<file path="src/rtl/layer_sequencer_pkg.sv">
// rtl/layer_sequencer_pkg.sv - shared types, default widths and cycle-count helper for layer_sequencer
// Contents:
//   state_t       sequencer state encoding
//   DEF_*         default parameter values
//   layer_cycles  cycles from the start-sampling edge to the done cycle (inclusive), out_ready tied high
package layer_sequencer_pkg;

   typedef enum logic [2:0] {
      ST_IDLE  = 3'd0,
      ST_CLEAR = 3'd1,
      ST_FETCH = 3'd2,
      ST_DRAIN = 3'd3,
      ST_POOL  = 3'd4,
      ST_WRITE = 3'd5,
      ST_DONE  = 3'd6
   } state_t;

   localparam int DEF_IA_ADDR_W  = 11;
   localparam int DEF_WTS_ADDR_W = 4;
   localparam int DEF_CH_W       = 8;
   localparam int DEF_TAP_W      = 4;
   localparam int DEF_ACC_LAT    = 2;

   // Each output channel costs CLEAR + fetches + drain + optional pool + WRITE;
   // the final DONE cycle is added once per layer.
   function automatic int unsigned layer_cycles(input int unsigned taps,
                                                input int unsigned in_ch,
                                                input int unsigned out_ch,
                                                input int unsigned pool,
                                                input int unsigned acc_lat);
      int unsigned per_ch;
      per_ch = 1 + (taps + 1) * (in_ch + 1) + acc_lat + pool + 1;
      return (out_ch + 1) * per_ch + 1;
   endfunction

endpackage

</file>
<file path="src/rtl/layer_sequencer_valid_delay_line.sv">
// rtl/layer_sequencer_valid_delay_line.sv - fixed-depth valid shift register with synchronous flush
// Ports:
//   clock    system clock
//   flush_n  synchronous active-low flush, clears every stage
//   din      valid in
//   dout     din delayed by exactly DEPTH cycles
module valid_delay_line #(
   parameter int DEPTH = 2
) (
   input  logic clock,
   input  logic flush_n,
   input  logic din,
   output logic dout
);

   logic [DEPTH-1:0] stage;

   always_ff @(posedge clock) begin
      if (!flush_n) begin
         stage <= '0;
      end else begin
         stage[0] <= din;
         for (int i = 1; i < DEPTH; i++) begin
            stage[i] <= stage[i-1];
         end
      end
   end

   assign dout = stage[DEPTH-1];

endmodule

</file>
<file path="src/rtl/layer_sequencer.sv">
// rtl/layer_sequencer.sv - out-channel / in-channel / tap loop sequencer for the convolution datapath
// Ports:
//   clock, reset           clock and synchronous active-low reset
//   start                  layer start pulse, honoured only in IDLE
//   cfg_*                  layer configuration, captured on start
//   busy, done             layer status towards the top-level controller
//   wts_en, wts_addr       weight BRAM fetch
//   ia_en, ia_addr         input-activation RAM fetch
//   acc_reset, acc_en      accumulator clear / enable (enable trails fetch by ACC_LAT)
//   pool_en                average-pool strobe
//   out_valid, out_ready   per-output-channel write-back handshake
//   out_ch                 current output-channel index
module layer_sequencer
   import layer_sequencer_pkg::*;
#(
   parameter int IA_ADDR_W  = DEF_IA_ADDR_W,
   parameter int WTS_ADDR_W = DEF_WTS_ADDR_W,
   parameter int CH_W       = DEF_CH_W,
   parameter int TAP_W      = DEF_TAP_W,
   parameter int ACC_LAT    = DEF_ACC_LAT
) (
   input  logic                  clock,
   input  logic                  reset,
   input  logic                  start,
   input  logic [TAP_W-1:0]      cfg_taps,
   input  logic [CH_W-1:0]       cfg_in_ch,
   input  logic [CH_W-1:0]       cfg_out_ch,
   input  logic                  cfg_pool,
   input  logic [IA_ADDR_W-1:0]  cfg_ia_base,
   input  logic [IA_ADDR_W-1:0]  cfg_ia_stride,
   output logic                  busy,
   output logic                  done,
   output logic                  wts_en,
   output logic [WTS_ADDR_W-1:0] wts_addr,
   output logic                  ia_en,
   output logic [IA_ADDR_W-1:0]  ia_addr,
   output logic                  acc_reset,
   output logic                  acc_en,
   output logic                  pool_en,
   output logic                  out_valid,
   input  logic                  out_ready,
   output logic [CH_W-1:0]       out_ch
);

   localparam int DRAIN_W = (ACC_LAT > 1) ? $clog2(ACC_LAT) : 1;

   state_t                 state;
   logic [TAP_W-1:0]       sh_taps;
   logic [CH_W-1:0]        sh_in_ch;
   logic [CH_W-1:0]        sh_out_ch;
   logic                   sh_pool;
   logic [IA_ADDR_W-1:0]   sh_base;
   logic [IA_ADDR_W-1:0]   sh_stride;

   logic [TAP_W-1:0]       tap;
   logic [CH_W-1:0]        ic;
   logic [CH_W-1:0]        oc;
   logic [IA_ADDR_W-1:0]   ic_base;
   // ia_ptr always equals ic_base + tap, kept as its own register so the
   // address output comes straight from a flop.
   logic [IA_ADDR_W-1:0]   ia_ptr;
   logic [WTS_ADDR_W-1:0]  wts_cnt;
   logic [DRAIN_W-1:0]     drain_cnt;

   always_ff @(posedge clock) begin
      if (!reset) begin
         state     <= ST_IDLE;
         sh_taps   <= '0;
         sh_in_ch  <= '0;
         sh_out_ch <= '0;
         sh_pool   <= 1'b0;
         sh_base   <= '0;
         sh_stride <= '0;
         tap       <= '0;
         ic        <= '0;
         oc        <= '0;
         ic_base   <= '0;
         ia_ptr    <= '0;
         wts_cnt   <= '0;
         drain_cnt <= '0;
      end else begin
         case (state)
            ST_IDLE: begin
               if (start) begin
                  sh_taps   <= cfg_taps;
                  sh_in_ch  <= cfg_in_ch;
                  sh_out_ch <= cfg_out_ch;
                  sh_pool   <= cfg_pool;
                  sh_base   <= cfg_ia_base;
                  sh_stride <= cfg_ia_stride;
                  oc        <= '0;
                  wts_cnt   <= '0;
                  state     <= ST_CLEAR;
               end
            end
            ST_CLEAR: begin
               tap     <= '0;
               ic      <= '0;
               ic_base <= sh_base;
               ia_ptr  <= sh_base;
               state   <= ST_FETCH;
            end
            ST_FETCH: begin
               wts_cnt <= wts_cnt + WTS_ADDR_W'(1);
               if (tap == sh_taps) begin
                  tap     <= '0;
                  ic      <= ic + CH_W'(1);
                  ic_base <= ic_base + sh_stride;
                  ia_ptr  <= ic_base + sh_stride;
                  if (ic == sh_in_ch) begin
                     drain_cnt <= '0;
                     state     <= ST_DRAIN;
                  end
               end else begin
                  tap    <= tap + TAP_W'(1);
                  ia_ptr <= ia_ptr + IA_ADDR_W'(1);
               end
            end
            ST_DRAIN: begin
               if (drain_cnt == DRAIN_W'(ACC_LAT - 1)) begin
                  state <= sh_pool ? ST_POOL : ST_WRITE;
               end else begin
                  drain_cnt <= drain_cnt + DRAIN_W'(1);
               end
            end
            ST_POOL: begin
               state <= ST_WRITE;
            end
            ST_WRITE: begin
               if (out_ready) begin
                  if (oc == sh_out_ch) begin
                     state <= ST_DONE;
                  end else begin
                     oc    <= oc + CH_W'(1);
                     state <= ST_CLEAR;
                  end
               end
            end
            ST_DONE: begin
               state <= ST_IDLE;
            end
            default: begin
               state <= ST_IDLE;
            end
         endcase
      end
   end

   // Moore decode of the registered state and counters.
   assign busy      = (state != ST_IDLE);
   assign done      = (state == ST_DONE);
   assign ia_en     = (state == ST_FETCH);
   assign wts_en    = (state == ST_FETCH);
   assign acc_reset = (state == ST_CLEAR);
   assign pool_en   = (state == ST_POOL);
   assign out_valid = (state == ST_WRITE);
   assign ia_addr   = ia_ptr;
   assign wts_addr  = wts_cnt;
   assign out_ch    = oc;

   valid_delay_line #(
      .DEPTH (ACC_LAT)
   ) u_acc_delay (
      .clock   (clock),
      .flush_n (reset),
      .din     (state == ST_FETCH),
      .dout    (acc_en)
   );

endmodule

</file>
<file path="config.mk">
export PLATFORM = sky130hd
export DESIGN_NAME = layer_sequencer
export DESIGN_NICKNAME = d
export VERILOG_FILES = /design/src/rtl/layer_sequencer_pkg.sv /design/src/rtl/layer_sequencer_valid_delay_line.sv /design/src/rtl/layer_sequencer.sv
export SDC_FILE = /design/constraint.sdc
export NUM_CORES = 1
export LEC_CHECK = 0
export CORE_UTILIZATION = 50
export DETAILED_ROUTE_END_ITERATION = 7
export DONT_BUFFER_PORTS = 1
export PLACE_DENSITY = 0.65
export SLEW_MARGIN = 20
export SYNTH_ARGS = -nofsm -noshare
export SYNTH_HDL_FRONTEND = slang
export SYNTH_SLANG_ARGS = --single-unit
</file>
<file path="constraint.sdc">
create_clock -name clock -period 5.85 [get_ports clock]
set_input_delay 1.17 -clock clock [delete_from_list [all_inputs] [get_ports clock]]
set_output_delay 1.17 -clock clock [all_outputs]
set_load 0.03 [all_outputs]
</file>
==> impl_metrics.xml, run 1 <==
<?xml version="1.0" encoding="UTF-8"?>
<metrics>
  <group name="power_and_ir_drop">
    <metric name="pwr_density_cell" unit="mW/mm²">447</metric>
    <metric name="static-leakage-power" unit="nW">2.03</metric>
    <metric name="worst_ir_drop_vdd" unit="µV">170</metric>
  </group>
  <group name="sta">
    <metric name="min_period_over_period" unit="%">58.1</metric>
    <metric name="totalNegativeSetupSlack" unit="ps">0</metric>
    <metric name="finalHoldWorstSlack" unit="ps">453</metric>
    <metric name="finalClockSkew" unit="ps">8.32</metric>
    <metric name="achievable-frequency" unit="MHz">294</metric>
    <metric name="postLayoutSetupSlackWorst" unit="ps">2450</metric>
    <metric name="rsz0062_at_grt" unit="">no</metric>
    <metric name="max_slew_margin" unit="%">33.7</metric>
    <metric name="worst-slew-pin-transition" unit="ps">987</metric>
    <metric name="final-max-slew-violation-count" unit="">0</metric>
    <metric name="setup_viol" unit="">0</metric>
    <metric name="period_minus_slack" unit="ps">3400</metric>
    <metric name="hold_viol" unit="">0</metric>
  </group>
  <group name="detailed_routing">
    <metric name="routed_wire_length_per_instance" unit="µm">15.8</metric>
    <metric name="detail_route.wirelength" unit="µm">11400</metric>
    <metric name="num_vias" unit="">4171</metric>
    <metric name="dr.pass1.iters" unit="">4</metric>
    <metric name="dr.first_iter.drc_count" unit="">257</metric>
    <metric name="post-route-drc-count" unit="">0</metric>
    <metric name="ant_nets" unit="">0</metric>
    <metric name="drt-vias-per-instance" unit="">5.79</metric>
  </group>
  <group name="placement">
    <metric name="place.detailed.hpwl" unit="µm">8160</metric>
    <metric name="place_congestion" unit="">0.873</metric>
    <metric name="dp_slack" unit="ps">2840</metric>
    <metric name="buffer_ports.inserted" unit="">0</metric>
  </group>
  <group name="floorplan">
    <metric name="io-pin-count" unit="">78</metric>
    <metric name="die_height" unit="µm">100</metric>
    <metric name="coreArea" unit="mm²">0.00928</metric>
    <metric name="initial_utilization" unit="%">52.0</metric>
    <metric name="chipWidth" unit="µm">100</metric>
    <metric name="row_count" unit="">35</metric>
    <metric name="die_area" unit="mm²">0.0101</metric>
  </group>
  <group name="critical_path">
    <metric name="timing.critical_path.arrival" unit="ps">2230</metric>
    <metric name="worst_ep_required_time" unit="ps">4680</metric>
    <metric name="cp_top_family" unit="">flip-flops</metric>
    <metric name="rr_worst_depth" unit="">8</metric>
    <metric name="timing.critical_path.cells" unit="">nor2_1 -&gt; nand2_1 -&gt; inv_1 -&gt; buf_4</metric>
    <metric name="timing.critical_path.from" unit="">state[0]$_SDFFE_PN0P_</metric>
    <metric name="worstSetupEndpointType" unit="">output pin</metric>
    <metric name="critical_path.reg2reg.endpoint" unit="">ic_base[1]$_SDFFE_PN0P_</metric>
    <metric name="critPathKind" unit="">flip-flop to output pin</metric>
    <metric name="worstSetupEndpoint" unit="">wts_en</metric>
    <metric name="worstSetupStartpointType" unit="">flip-flop</metric>
    <metric name="worstPathBufferInverterCount" unit="">2</metric>
    <metric name="slowest_delay" unit="ps">860</metric>
    <metric name="cp_num_cells" unit="">4</metric>
    <metric name="rrSetupSlack" unit="ps">2900</metric>
    <metric name="rr_startpoint" unit="">state[0]$_SDFFE_PN0P_</metric>
    <metric name="cp_max_fo" unit="">27</metric>
    <metric name="slowest_stage" unit="">dfxtp_1</metric>
  </group>
  <group name="synth">
    <metric name="netlist.top_cell.by_area" unit="">dfxtp_1</metric>
    <metric name="synth_compound_gate_area_share" unit="%">20.9</metric>
    <metric name="synth_flop_cell" unit="">dfxtp_1</metric>
    <metric name="synth.cell_area" unit="mm²">0.00483</metric>
    <metric name="synthMuxAreaShare" unit="%">2.15</metric>
    <metric name="synth_async_sr_flop_share" unit="%">0</metric>
    <metric name="synth_top_family_by_area" unit="">simple AND/OR/NAND/NOR gates</metric>
    <metric name="synth-xor-area-share" unit="%">8.16</metric>
    <metric name="syn_avg_cell_area" unit="µm²">7.97</metric>
    <metric name="synth_edf_count" unit="">0</metric>
    <metric name="leading_cell_types_by_total_area_after_synthesis" unit="">dfxtp_1 (39%), nand2_1 (9.0%), a21oi_1 (8.0%), xor2_1 (6.2%), ha_1 (3.9%)</metric>
    <metric name="netlist.area_leader.share" unit="%">39.4</metric>
    <metric name="synthAdderAreaFrac" unit="%">4.30</metric>
    <metric name="post_synth_and_or_nand_nor_area_fraction" unit="%">21.2</metric>
    <metric name="postSynthCellCount" unit="">606</metric>
    <metric name="synth.net_count" unit="">669</metric>
    <metric name="yosys_warnings" unit="">0</metric>
    <metric name="yosys.cell_types.count" unit="">59</metric>
    <metric name="postSynthRegisterBits" unit="">95</metric>
    <metric name="ys_seq_area_share" unit="%">39.4</metric>
  </group>
  <group name="clock_tree">
    <metric name="cts_hold_buffers" unit="">0</metric>
    <metric name="cts_inserted_buffers" unit="">9</metric>
    <metric name="cts_htree_levels" unit="">3</metric>
    <metric name="clk_path_buf_depth" unit="">2</metric>
    <metric name="cts.repair_timing.setup_buffer_count" unit="">0</metric>
    <metric name="cts.clk_slew.worst_paths" unit="ps">90</metric>
    <metric name="cts_tree" unit="">built</metric>
    <metric name="numClockSinks" unit="">95</metric>
    <metric name="clkLatencyLatePin" unit="ps">360</metric>
    <metric name="cts_repair_resize_count" unit="">0</metric>
    <metric name="clk_root_buffer_cell" unit="">clkbuf_8</metric>
  </group>
  <group name="run">
    <metric name="max_cap_viol_count" unit="">0</metric>
  </group>
  <group name="final_layout">
    <metric name="fin_nets" unit="">650</metric>
    <metric name="layout_common_cells" unit="">nand2_1 (116), dfxtp_1 (95), a21oi_1 (77)</metric>
    <metric name="mostFrequentLayoutCell" unit="">nand2_1</metric>
    <metric name="area_delta_synth_final" unit="%">4.74</metric>
    <metric name="antenna_cells_inserted" unit="">0</metric>
    <metric name="proportion_of_layout_cells_with_a_drive_suffix_above_1" unit="%">5.57</metric>
  </group>
  <group name="grt">
    <metric name="grt_max_degree" unit="">47</metric>
    <metric name="initial_antenna_violation_count" unit="">0</metric>
    <metric name="overflow" unit="">0</metric>
    <metric name="wire_length_of_the_first_global_routing_pass" unit="µm">18900</metric>
    <metric name="globalRouteTotalUtil" unit="%">23.5</metric>
    <metric name="via_count_of_the_first_global_routing_pass" unit="">3868</metric>
  </group>
  <group name="min_path">
    <metric name="hold_path_class" unit="">flip-flop to flip-flop</metric>
  </group>
  <group name="run_status">
    <metric name="run_status" unit="">finished clean</metric>
  </group>
</metrics>
registers in the layout, indices dropped and copies added, names as in the netlist:
signal / cells
out_ch: 8
sh_out_ch: 8
sh_stride: 11
state: 3
wts_addr: 4
ic_base: 11
sh_taps: 4
u_acc_delay.stage: 2
sh_pool: 1
tap: 4
sh_base: 11
drain_cnt: 1
ic: 8
ia_addr: 11
sh_in_ch: 8
power breakdown:
group | internal (mW) | switching, mW
Clock | 0.158 | 0.242
Combinational | 0.318 | 0.547
Sequential | 0.778 | 0.219
cell usage after synthesis, drive strengths merged, types with 6 or more instances:
library cell	instances
a21oi	77
o21ai	27
nand4	6
nand2b	6
mux2i	7
a211oi	10
dfxtp	95
buf	11
clkbuf	22
xor2	34
nor4	7
nand2	116
nor3	7
nor2	39
a31oi	6
xnor2	11
ha	15
nand3	21
inv	13
o22ai	10
logic make-up (layout without fill, tap and decap cells):
kind of cell               Yosys count  after routing
AOI/OAI and AO/OA                  167            167
and+or+nand+nor                    226            226
adders and majority gates           16             16
muxes                               10             10
buffers and inverters               47             33
DFF                                 95             95
xor gates and xnor gates            45             45
metrics by stage:
| stage | utilization, % | std cells | total power, mW | instance area, µm² |
|---|---|---|---|---|
| final | 54.5 | 721 | 2.26 | 5060 |
| after global routing | 54.5 | 721 | 2.43 | 5060 |
| after CTS | 54.5 | 721 | 2.27 | 5060 |
| after detailed placement | 52.6 | 705 | 1.87 | 4880 |
| after global placement | 52.6 | 705 | 1.85 | 4880 |
| after floorplan | - | 606 | 1.68 | 4830 |
final cells by class:
cell class / count / area, µm²
sequential: 95 / 1900
multi-input combinational: 464 / 2740
clock inverter: 7 / 53.8
tap: 129 / 161
clock buffer: 9 / 124
timing repair buffer: 3 / 22.5
inverter: 14 / 52.6
fill: 920 / 4230
metal layers:
layer / wire, µm / GRT usage, %
met5: 0 / 0
met4: 103 / 6.80
met1: 5110 / 29.8
met2: 5530 / 40.1
met3: 668 / 5.01
worst min path at each step:
stage / start / to / slack, ps / cells past startpoint
after floorplan: u_acc_delay.stage[0]$_SDFF_PN0_ / u_acc_delay.stage[1]$_SDFF_PN0_ / 410 / 1
after global placement: u_acc_delay.stage[0]$_SDFF_PN0_ / u_acc_delay.stage[1]$_SDFF_PN0_ / 430 / 1
after detailed placement: u_acc_delay.stage[0]$_SDFF_PN0_ / u_acc_delay.stage[1]$_SDFF_PN0_ / 430 / 1
after CTS: u_acc_delay.stage[0]$_SDFF_PN0_ / u_acc_delay.stage[1]$_SDFF_PN0_ / 450 / 1
after global routing: u_acc_delay.stage[0]$_SDFF_PN0_ / u_acc_delay.stage[1]$_SDFF_PN0_ / 470 / 1
final: u_acc_delay.stage[0]$_SDFF_PN0_ / u_acc_delay.stage[1]$_SDFF_PN0_ / 450 / 1
Note: power is estimated with default switching activity, not from simulation.
==> inputs of run 2 (changes only) <==
--- a/config.mk
+++ b/config.mk
@@ -8,7 +8,7 @@
 export CORE_UTILIZATION = 50
 export DETAILED_ROUTE_END_ITERATION = 7
 export DONT_BUFFER_PORTS = 1
-export PLACE_DENSITY = 0.65
+export PLACE_DENSITY = 0.68
 export SLEW_MARGIN = 20
 export SYNTH_ARGS = -nofsm -noshare
 export SYNTH_HDL_FRONTEND = slang
==> constraint.sdc (replaced) <==
create_clock -name clock -period 2.8 [get_ports clock]
set_input_delay 0.56 -clock clock [delete_from_list [all_inputs] [get_ports clock]]
set_output_delay 0.56 -clock clock [all_outputs]
set_load 0.03 [all_outputs]
==> run 2 against run 1 <==
Compared with the run above:
- worst setup slack worse by 2000 ps
- first-iteration DRC count up 23%
- sequential cell count unchanged
- critical path depth unchanged
- wire length up 3.5%
- clock-buffer cell count unchanged
- global-route usage up 0.78 points
- die area unchanged
- largest power group unchanged
- highest routed layer unchanged
==> impl_metrics.xml, run 2 (same netlist as run 1, synthesis figures left out) <==
<?xml version="1.0" encoding="UTF-8"?>
<metrics>
  <group name="detailed_routing">
    <metric name="ant_nets" unit="">0</metric>
    <metric name="detail_route.wirelength" unit="µm">11800</metric>
    <metric name="post-route-drc-count" unit="">0</metric>
    <metric name="num_vias" unit="">4245</metric>
    <metric name="dr.pass1.iters" unit="">7</metric>
    <metric name="routed_wire_length_per_instance" unit="µm">16.1</metric>
    <metric name="dr.first_iter.drc_count" unit="">316</metric>
    <metric name="drt-vias-per-instance" unit="">5.80</metric>
  </group>
  <group name="sta">
    <metric name="achievable-frequency" unit="MHz">421</metric>
    <metric name="setup_viol" unit="">0</metric>
    <metric name="totalNegativeSetupSlack" unit="ps">0</metric>
    <metric name="max_slew_margin" unit="%">48.5</metric>
    <metric name="min_period_over_period" unit="%">84.8</metric>
    <metric name="postLayoutSetupSlackWorst" unit="ps">426</metric>
    <metric name="final-max-slew-violation-count" unit="">0</metric>
    <metric name="worst-slew-pin-transition" unit="ps">773</metric>
    <metric name="period_minus_slack" unit="ps">2370</metric>
    <metric name="rsz0062_at_grt" unit="">no</metric>
    <metric name="hold_viol" unit="">0</metric>
    <metric name="finalClockSkew" unit="ps">5.79</metric>
  </group>
  <group name="floorplan">
    <metric name="die_area" unit="mm²">0.0101</metric>
    <metric name="coreArea" unit="mm²">0.00928</metric>
    <metric name="initial_utilization" unit="%">52.0</metric>
    <metric name="row_count" unit="">35</metric>
    <metric name="die_height" unit="µm">100</metric>
    <metric name="chipWidth" unit="µm">100</metric>
    <metric name="io-pin-count" unit="">78</metric>
  </group>
  <group name="critical_path">
    <metric name="cp_top_family" unit="">flip-flops</metric>
    <metric name="rrSetupSlack" unit="ps">480</metric>
    <metric name="critPathKind" unit="">flip-flop to output pin</metric>
    <metric name="slowest_stage" unit="">dfxtp_1</metric>
    <metric name="worstSetupStartpointType" unit="">flip-flop</metric>
    <metric name="worstSetupEndpointType" unit="">output pin</metric>
    <metric name="timing.critical_path.from" unit="">state[1]$_SDFFE_PN0P_</metric>
    <metric name="critical_path.reg2reg.endpoint" unit="">ic_base[8]$_SDFFE_PN0P_</metric>
    <metric name="timing.critical_path.cells" unit="">inv_1 -&gt; nand3_1 -&gt; inv_1 -&gt; buf_4</metric>
    <metric name="cp_max_fo" unit="">13</metric>
    <metric name="cpMostUsedCell" unit="">inv_1</metric>
    <metric name="rr_startpoint" unit="">sh_stride[0]$_SDFFE_PN0P_</metric>
    <metric name="worstPathBufferInverterCount" unit="">3</metric>
    <metric name="timing.critical_path.arrival" unit="ps">1810</metric>
    <metric name="slowest_delay" unit="ps">620</metric>
    <metric name="worst_ep_required_time" unit="ps">2240</metric>
    <metric name="rr_worst_depth" unit="">9</metric>
  </group>
  <group name="clock_tree">
    <metric name="cts_repair_resize_count" unit="">0</metric>
    <metric name="clk_path_buf_depth" unit="">2</metric>
    <metric name="cts_htree_levels" unit="">3</metric>
    <metric name="cts_hold_buffers" unit="">0</metric>
    <metric name="clk_root_buffer_cell" unit="">clkbuf_8</metric>
    <metric name="cts_inserted_buffers" unit="">9</metric>
    <metric name="cts_tree" unit="">built</metric>
    <metric name="clkLatencyLatePin" unit="ps">360</metric>
    <metric name="numClockSinks" unit="">95</metric>
    <metric name="cts.repair_timing.setup_buffer_count" unit="">0</metric>
    <metric name="cts.clk_slew.worst_paths" unit="ps">90</metric>
  </group>
  <group name="run_status">
    <metric name="run_status" unit="">finished clean</metric>
  </group>
  <group name="final_layout">
    <metric name="stdcell_area" unit="mm²">0.00522</metric>
    <metric name="proportion_of_layout_cells_with_a_drive_suffix_above_1" unit="%">7.30</metric>
    <metric name="antenna_cells_inserted" unit="">0</metric>
    <metric name="mostFrequentLayoutCell" unit="">nand2_1</metric>
    <metric name="layout_common_cells" unit="">nand2_1 (116), dfxtp_1 (95), a21oi_1 (77)</metric>
    <metric name="fin_nets" unit="">662</metric>
    <metric name="area_delta_synth_final" unit="%">8.03</metric>
    <metric name="fin_cells" unit="">732</metric>
    <metric name="final_core_utilization" unit="%">56.2</metric>
  </group>
  <group name="grt">
    <metric name="initial_antenna_violation_count" unit="">0</metric>
    <metric name="overflow" unit="">0</metric>
    <metric name="globalRouteTotalUtil" unit="%">24.3</metric>
    <metric name="grt_max_degree" unit="">47</metric>
    <metric name="wire_length_of_the_first_global_routing_pass" unit="µm">19200</metric>
    <metric name="via_count_of_the_first_global_routing_pass" unit="">3987</metric>
  </group>
  <group name="placement">
    <metric name="place_congestion" unit="">0.884</metric>
    <metric name="place.detailed.hpwl" unit="µm">8240</metric>
    <metric name="dp_cells" unit="">717</metric>
    <metric name="buffer_ports.inserted" unit="">0</metric>
    <metric name="dp_slack" unit="ps">517</metric>
    <metric name="postPlaceCellArea" unit="mm²">0.00498</metric>
  </group>
  <group name="power_and_ir_drop">
    <metric name="static-leakage-power" unit="nW">2.12</metric>
    <metric name="worst_ir_drop_vdd" unit="µV">477</metric>
    <metric name="pwr_density_cell" unit="mW/mm²">971</metric>
  </group>
  <group name="run">
    <metric name="max_cap_viol_count" unit="">0</metric>
  </group>
  <group name="min_path">
    <metric name="hold_path_class" unit="">input port to flip-flop</metric>
    <metric name="hold_path_stages" unit="">1</metric>
    <metric name="hold_path_end" unit="">state[1]$_SDFFE_PN0P_</metric>
    <metric name="hp-start" unit="">reset</metric>
  </group>
</metrics>
-- run 2: routing by layer --
layer	vias up	GRT usage (%)	part of all wire (%)
met5	-	0	0
met2	136	41.8	48
met4	0	7.25	1.7
met1	1990	29.7	43
met3	15	6.20	6.6
li1	2104	-	-
-- run 2: worst register-to-register path, cell delays in order (launching register included) --
cell	delay, ps
dfxtp_1	330
ha_1	230
inv_1	70
fa_1	200
nor2b_1	80
o31a_1	250
or4_1	430
a31o_2	280
a211oi_1	200
a21oi_1	110
-- run 2: final cells by class --
cell class              instances  area [µm²]
flip-flops and latches         95        1900
clock buffers                   9         124
repair buffers                 15         125
inverters                      14        52.6
fillers                       877        4070
well taps                     129         161
multi-input cells             464        2740
clock inverters                 6         110
-- run 2: power by group --
group | total, mW | switching, mW | internal [mW]
clock | 1.06 | 0.477 | 0.586
sequential | 2.02 | 0.399 | 1.63
combinational | 1.98 | 1.24 | 0.735
total | 5.07 | 2.12 | 2.95
-- run 2: how the worst max path moves through the flow --
stage | end | slack, ps | cells after the start
5_1_grt | ia_addr[4]$_SDFFE_PN0P_ | 330 | 9
3_3_place_gp | ia_addr[4]$_SDFFE_PN0P_ | 580 | 9
6_report | acc_reset | 430 | 4
2_1_floorplan | wts_en | 620 | 7
4_1_cts | ia_en | 450 | 3
3_5_place_dp | ia_addr[4]$_SDFFE_PN0P_ | 520 | 9
-- run 2: metrics by stage --
step	power (mW)	hold WS [ps]
floorplan	3.50	412
global placement	3.94	440
detailed placement	4.00	447
CTS	5.07	300
global route	5.41	301
finish	5.07	311
==> inputs of run 3 (changes only) <==
==> constraint.sdc (replaced) <==
create_clock -name clock -period 2.17 [get_ports clock]
set_input_delay 0.434 -clock clock [delete_from_list [all_inputs] [get_ports clock]]
set_output_delay 0.434 -clock clock [all_outputs]
set_load 0.03 [all_outputs]
==> run 3 against run 2 <==
Compared with the run above:
- the flow now finishes with violations (setup timing)
- sequential cell count did not move
- cell count is 4.5% higher
- clock-buffer cell count is 1 higher
- wire length is 0.26% lower
- combinational power up 52%
- largest power group is now combinational logic
- critical endpoint is now ic_base[8]$_SDFFE_PN0P_
- hold slack worse by 120 ps
- clock power is 11% higher
- non-clock buffer count is 32 higher
- clock skew rose by 11 ps
- register-to-register slack got worse by 500 ps
- critical path type is now flip-flop to flip-flop
- sequential share of layout area fell by 1.6 points
- first-iteration DRC count is 34% lower
==> impl_metrics.xml, run 3 (same netlist as run 1, synthesis figures left out) <==
<?xml version="1.0" encoding="UTF-8"?>
<metrics>
  <group name="clock_tree">
    <metric name="cts.repair_timing.setup_buffer_count" unit="">0</metric>
    <metric name="clk_path_buf_depth" unit="">2</metric>
    <metric name="cts.clk_slew.worst_paths" unit="ps">90</metric>
    <metric name="numClockSinks" unit="">95</metric>
    <metric name="cts_htree_levels" unit="">3</metric>
    <metric name="cts_hold_buffers" unit="">0</metric>
    <metric name="clk_root_buffer_cell" unit="">clkbuf_8</metric>
    <metric name="cts_tree" unit="">built</metric>
    <metric name="cts_inserted_buffers" unit="">9</metric>
    <metric name="clkLatencyLatePin" unit="ps">360</metric>
  </group>
  <group name="min_path">
    <metric name="hp-start" unit="">reset</metric>
    <metric name="hold_path_end" unit="">state[1]$_SDFFE_PN0P_</metric>
    <metric name="hold_path_class" unit="">input port to flip-flop</metric>
    <metric name="hold_path_stages" unit="">1</metric>
  </group>
  <group name="critical_path">
    <metric name="rrSetupSlack" unit="ps">-20</metric>
    <metric name="cp_max_fo" unit="">3</metric>
    <metric name="worst_ep_required_time" unit="ps">2410</metric>
    <metric name="rr_worst_depth" unit="">9</metric>
    <metric name="timing.critical_path.arrival" unit="ps">2430</metric>
    <metric name="critPathKind" unit="">flip-flop to flip-flop</metric>
    <metric name="rr_startpoint" unit="">sh_stride[0]$_SDFFE_PN0P_</metric>
    <metric name="worstSetupStartpointType" unit="">flip-flop</metric>
    <metric name="critical_path.reg2reg.endpoint" unit="">ic_base[8]$_SDFFE_PN0P_</metric>
    <metric name="worstSetupEndpointType" unit="">flip-flop</metric>
  </group>
  <group name="sta">
    <metric name="finalHoldWorstSlack" unit="ps">192</metric>
    <metric name="totalNegativeSetupSlack" unit="ps">-20.8</metric>
    <metric name="finalClockSkew" unit="ps">16.4</metric>
    <metric name="hold_viol" unit="">0</metric>
    <metric name="setup_viol" unit="">1</metric>
    <metric name="rsz0062_at_grt" unit="">yes</metric>
    <metric name="final-max-slew-violation-count" unit="">0</metric>
    <metric name="max_slew_margin" unit="%">65.2</metric>
    <metric name="postLayoutSetupSlackWorst" unit="ps">-20.8</metric>
    <metric name="achievable-frequency" unit="MHz">456</metric>
    <metric name="worst-slew-pin-transition" unit="ps">517</metric>
    <metric name="period_minus_slack" unit="ps">2190</metric>
    <metric name="min_period_over_period" unit="%">101</metric>
  </group>
  <group name="final_layout">
    <metric name="fin_cells" unit="">765</metric>
    <metric name="area_delta_synth_final" unit="%">13.2</metric>
    <metric name="stdcell_area" unit="mm²">0.00546</metric>
    <metric name="fin_nets" unit="">694</metric>
    <metric name="layout_common_cells" unit="">nand2_1 (116), dfxtp_1 (91), a21oi_1 (77)</metric>
    <metric name="final_core_utilization" unit="%">58.9</metric>
    <metric name="mostFrequentLayoutCell" unit="">nand2_1</metric>
    <metric name="proportion_of_layout_cells_with_a_drive_suffix_above_1" unit="%">13.8</metric>
    <metric name="antenna_cells_inserted" unit="">0</metric>
  </group>
  <group name="floorplan">
    <metric name="chipWidth" unit="µm">100</metric>
    <metric name="die_height" unit="µm">100</metric>
    <metric name="die_area" unit="mm²">0.0101</metric>
    <metric name="row_count" unit="">35</metric>
    <metric name="initial_utilization" unit="%">52.0</metric>
    <metric name="coreArea" unit="mm²">0.00928</metric>
    <metric name="io-pin-count" unit="">78</metric>
  </group>
  <group name="power_and_ir_drop">
    <metric name="worst_ir_drop_vdd" unit="µV">585</metric>
    <metric name="static-leakage-power" unit="nW">2.27</metric>
    <metric name="total_power" unit="mW">6.63</metric>
    <metric name="pwr_density_cell" unit="mW/mm²">1210</metric>
  </group>
  <group name="grt">
    <metric name="grt_max_degree" unit="">43</metric>
    <metric name="via_count_of_the_first_global_routing_pass" unit="">4023</metric>
    <metric name="initial_antenna_violation_count" unit="">0</metric>
    <metric name="overflow" unit="">0</metric>
    <metric name="wire_length_of_the_first_global_routing_pass" unit="µm">19000</metric>
    <metric name="globalRouteTotalUtil" unit="%">23.8</metric>
  </group>
  <group name="detailed_routing">
    <metric name="ant_nets" unit="">0</metric>
    <metric name="routed_wire_length_per_instance" unit="µm">15.4</metric>
    <metric name="drt-vias-per-instance" unit="">5.64</metric>
    <metric name="detail_route.wirelength" unit="µm">11800</metric>
    <metric name="post-route-drc-count" unit="">0</metric>
    <metric name="dr.first_iter.drc_count" unit="">207</metric>
    <metric name="dr.pass1.iters" unit="">4</metric>
    <metric name="num_vias" unit="">4314</metric>
  </group>
  <group name="run">
    <metric name="max_cap_viol_count" unit="">0</metric>
  </group>
  <group name="placement">
    <metric name="place.detailed.hpwl" unit="µm">8620</metric>
    <metric name="postPlaceCellArea" unit="mm²">0.00521</metric>
    <metric name="buffer_ports.inserted" unit="">0</metric>
    <metric name="dp_cells" unit="">749</metric>
    <metric name="place_congestion" unit="">0.872</metric>
    <metric name="dp_slack" unit="ps">-63.2</metric>
  </group>
  <group name="run_status">
    <metric name="run_status" unit="">finished, violations left</metric>
    <metric name="violations" unit="">setup timing</metric>
  </group>
</metrics>
-- run 3: changes by cell type in the layout (fill, tap and decap cells not counted), moves of 2 or more --
cell	delta
buf_4	+33
dfxtp_2	+4
bufinv_16	-2
dfxtp_1	-4
clkinv_4	+2
-- run 3: where the power goes --
group	internal, mW	switching (mW)
clock	0.540	0.636
combinational	1.18	1.81
sequential	2.10	0.354
-- run 3: worst max path at each step --
stage	to	slack, ps	from
2_1_floorplan	ia_addr[4]$_SDFFE_PN0P_	40	sh_stride[0]$_SDFFE_PN0P_
3_3_place_gp	ic_base[8]$_SDFFE_PN0P_	-7	sh_stride[0]$_SDFFE_PN0P_
3_5_place_dp	ia_addr[4]$_SDFFE_PN0P_	-60	sh_stride[0]$_SDFFE_PN0P_
4_1_cts	ia_addr[4]$_SDFFE_PN0P_	-5	sh_stride[0]$_SDFFE_PN0P_
5_1_grt	ic_base[8]$_SDFFE_PN0P_	-110	sh_stride[0]$_SDFFE_PN0P_
6_report	ic_base[8]$_SDFFE_PN0P_	-20	sh_stride[0]$_SDFFE_PN0P_
-- run 3: critical path: stages, from the launching register on --
cell      delay, ps
dfxtp_2         340
ha_4            160
inv_2            50
fa_2            230
nor2b_4          50
o31a_1          240
or4_4           440
a31o_4          260
a211oi_2        220
a21oi_1          90
-- run 3: area by class of cell --
type,instances,area (µm²)
inverters,14,52.6
clock inverters,6,68.8
repair buffers,47,353
clock buffers,10,128
well taps,129,161
flip-flops and latches,95,1910
multi-input cells,464,2790
fillers,894,3820
-- run 3: per-layer routing --
layer	track usage (%)	wire length, µm	vias to the layer above	part of all wire, %
met2	41.8	5730	119	49
met1	29.6	5240	2021	44
met4	7.92	97	0	0.82
li1	-	-	2168	-
met5	0	0	-	0
met3	3.76	724	6	6.1
-- run 3: repair_timing --
action | CTS | global route
setup endpoints to repair | 3 | 5
pin swaps | 0 | 3
gates resized for setup | 5 | 10
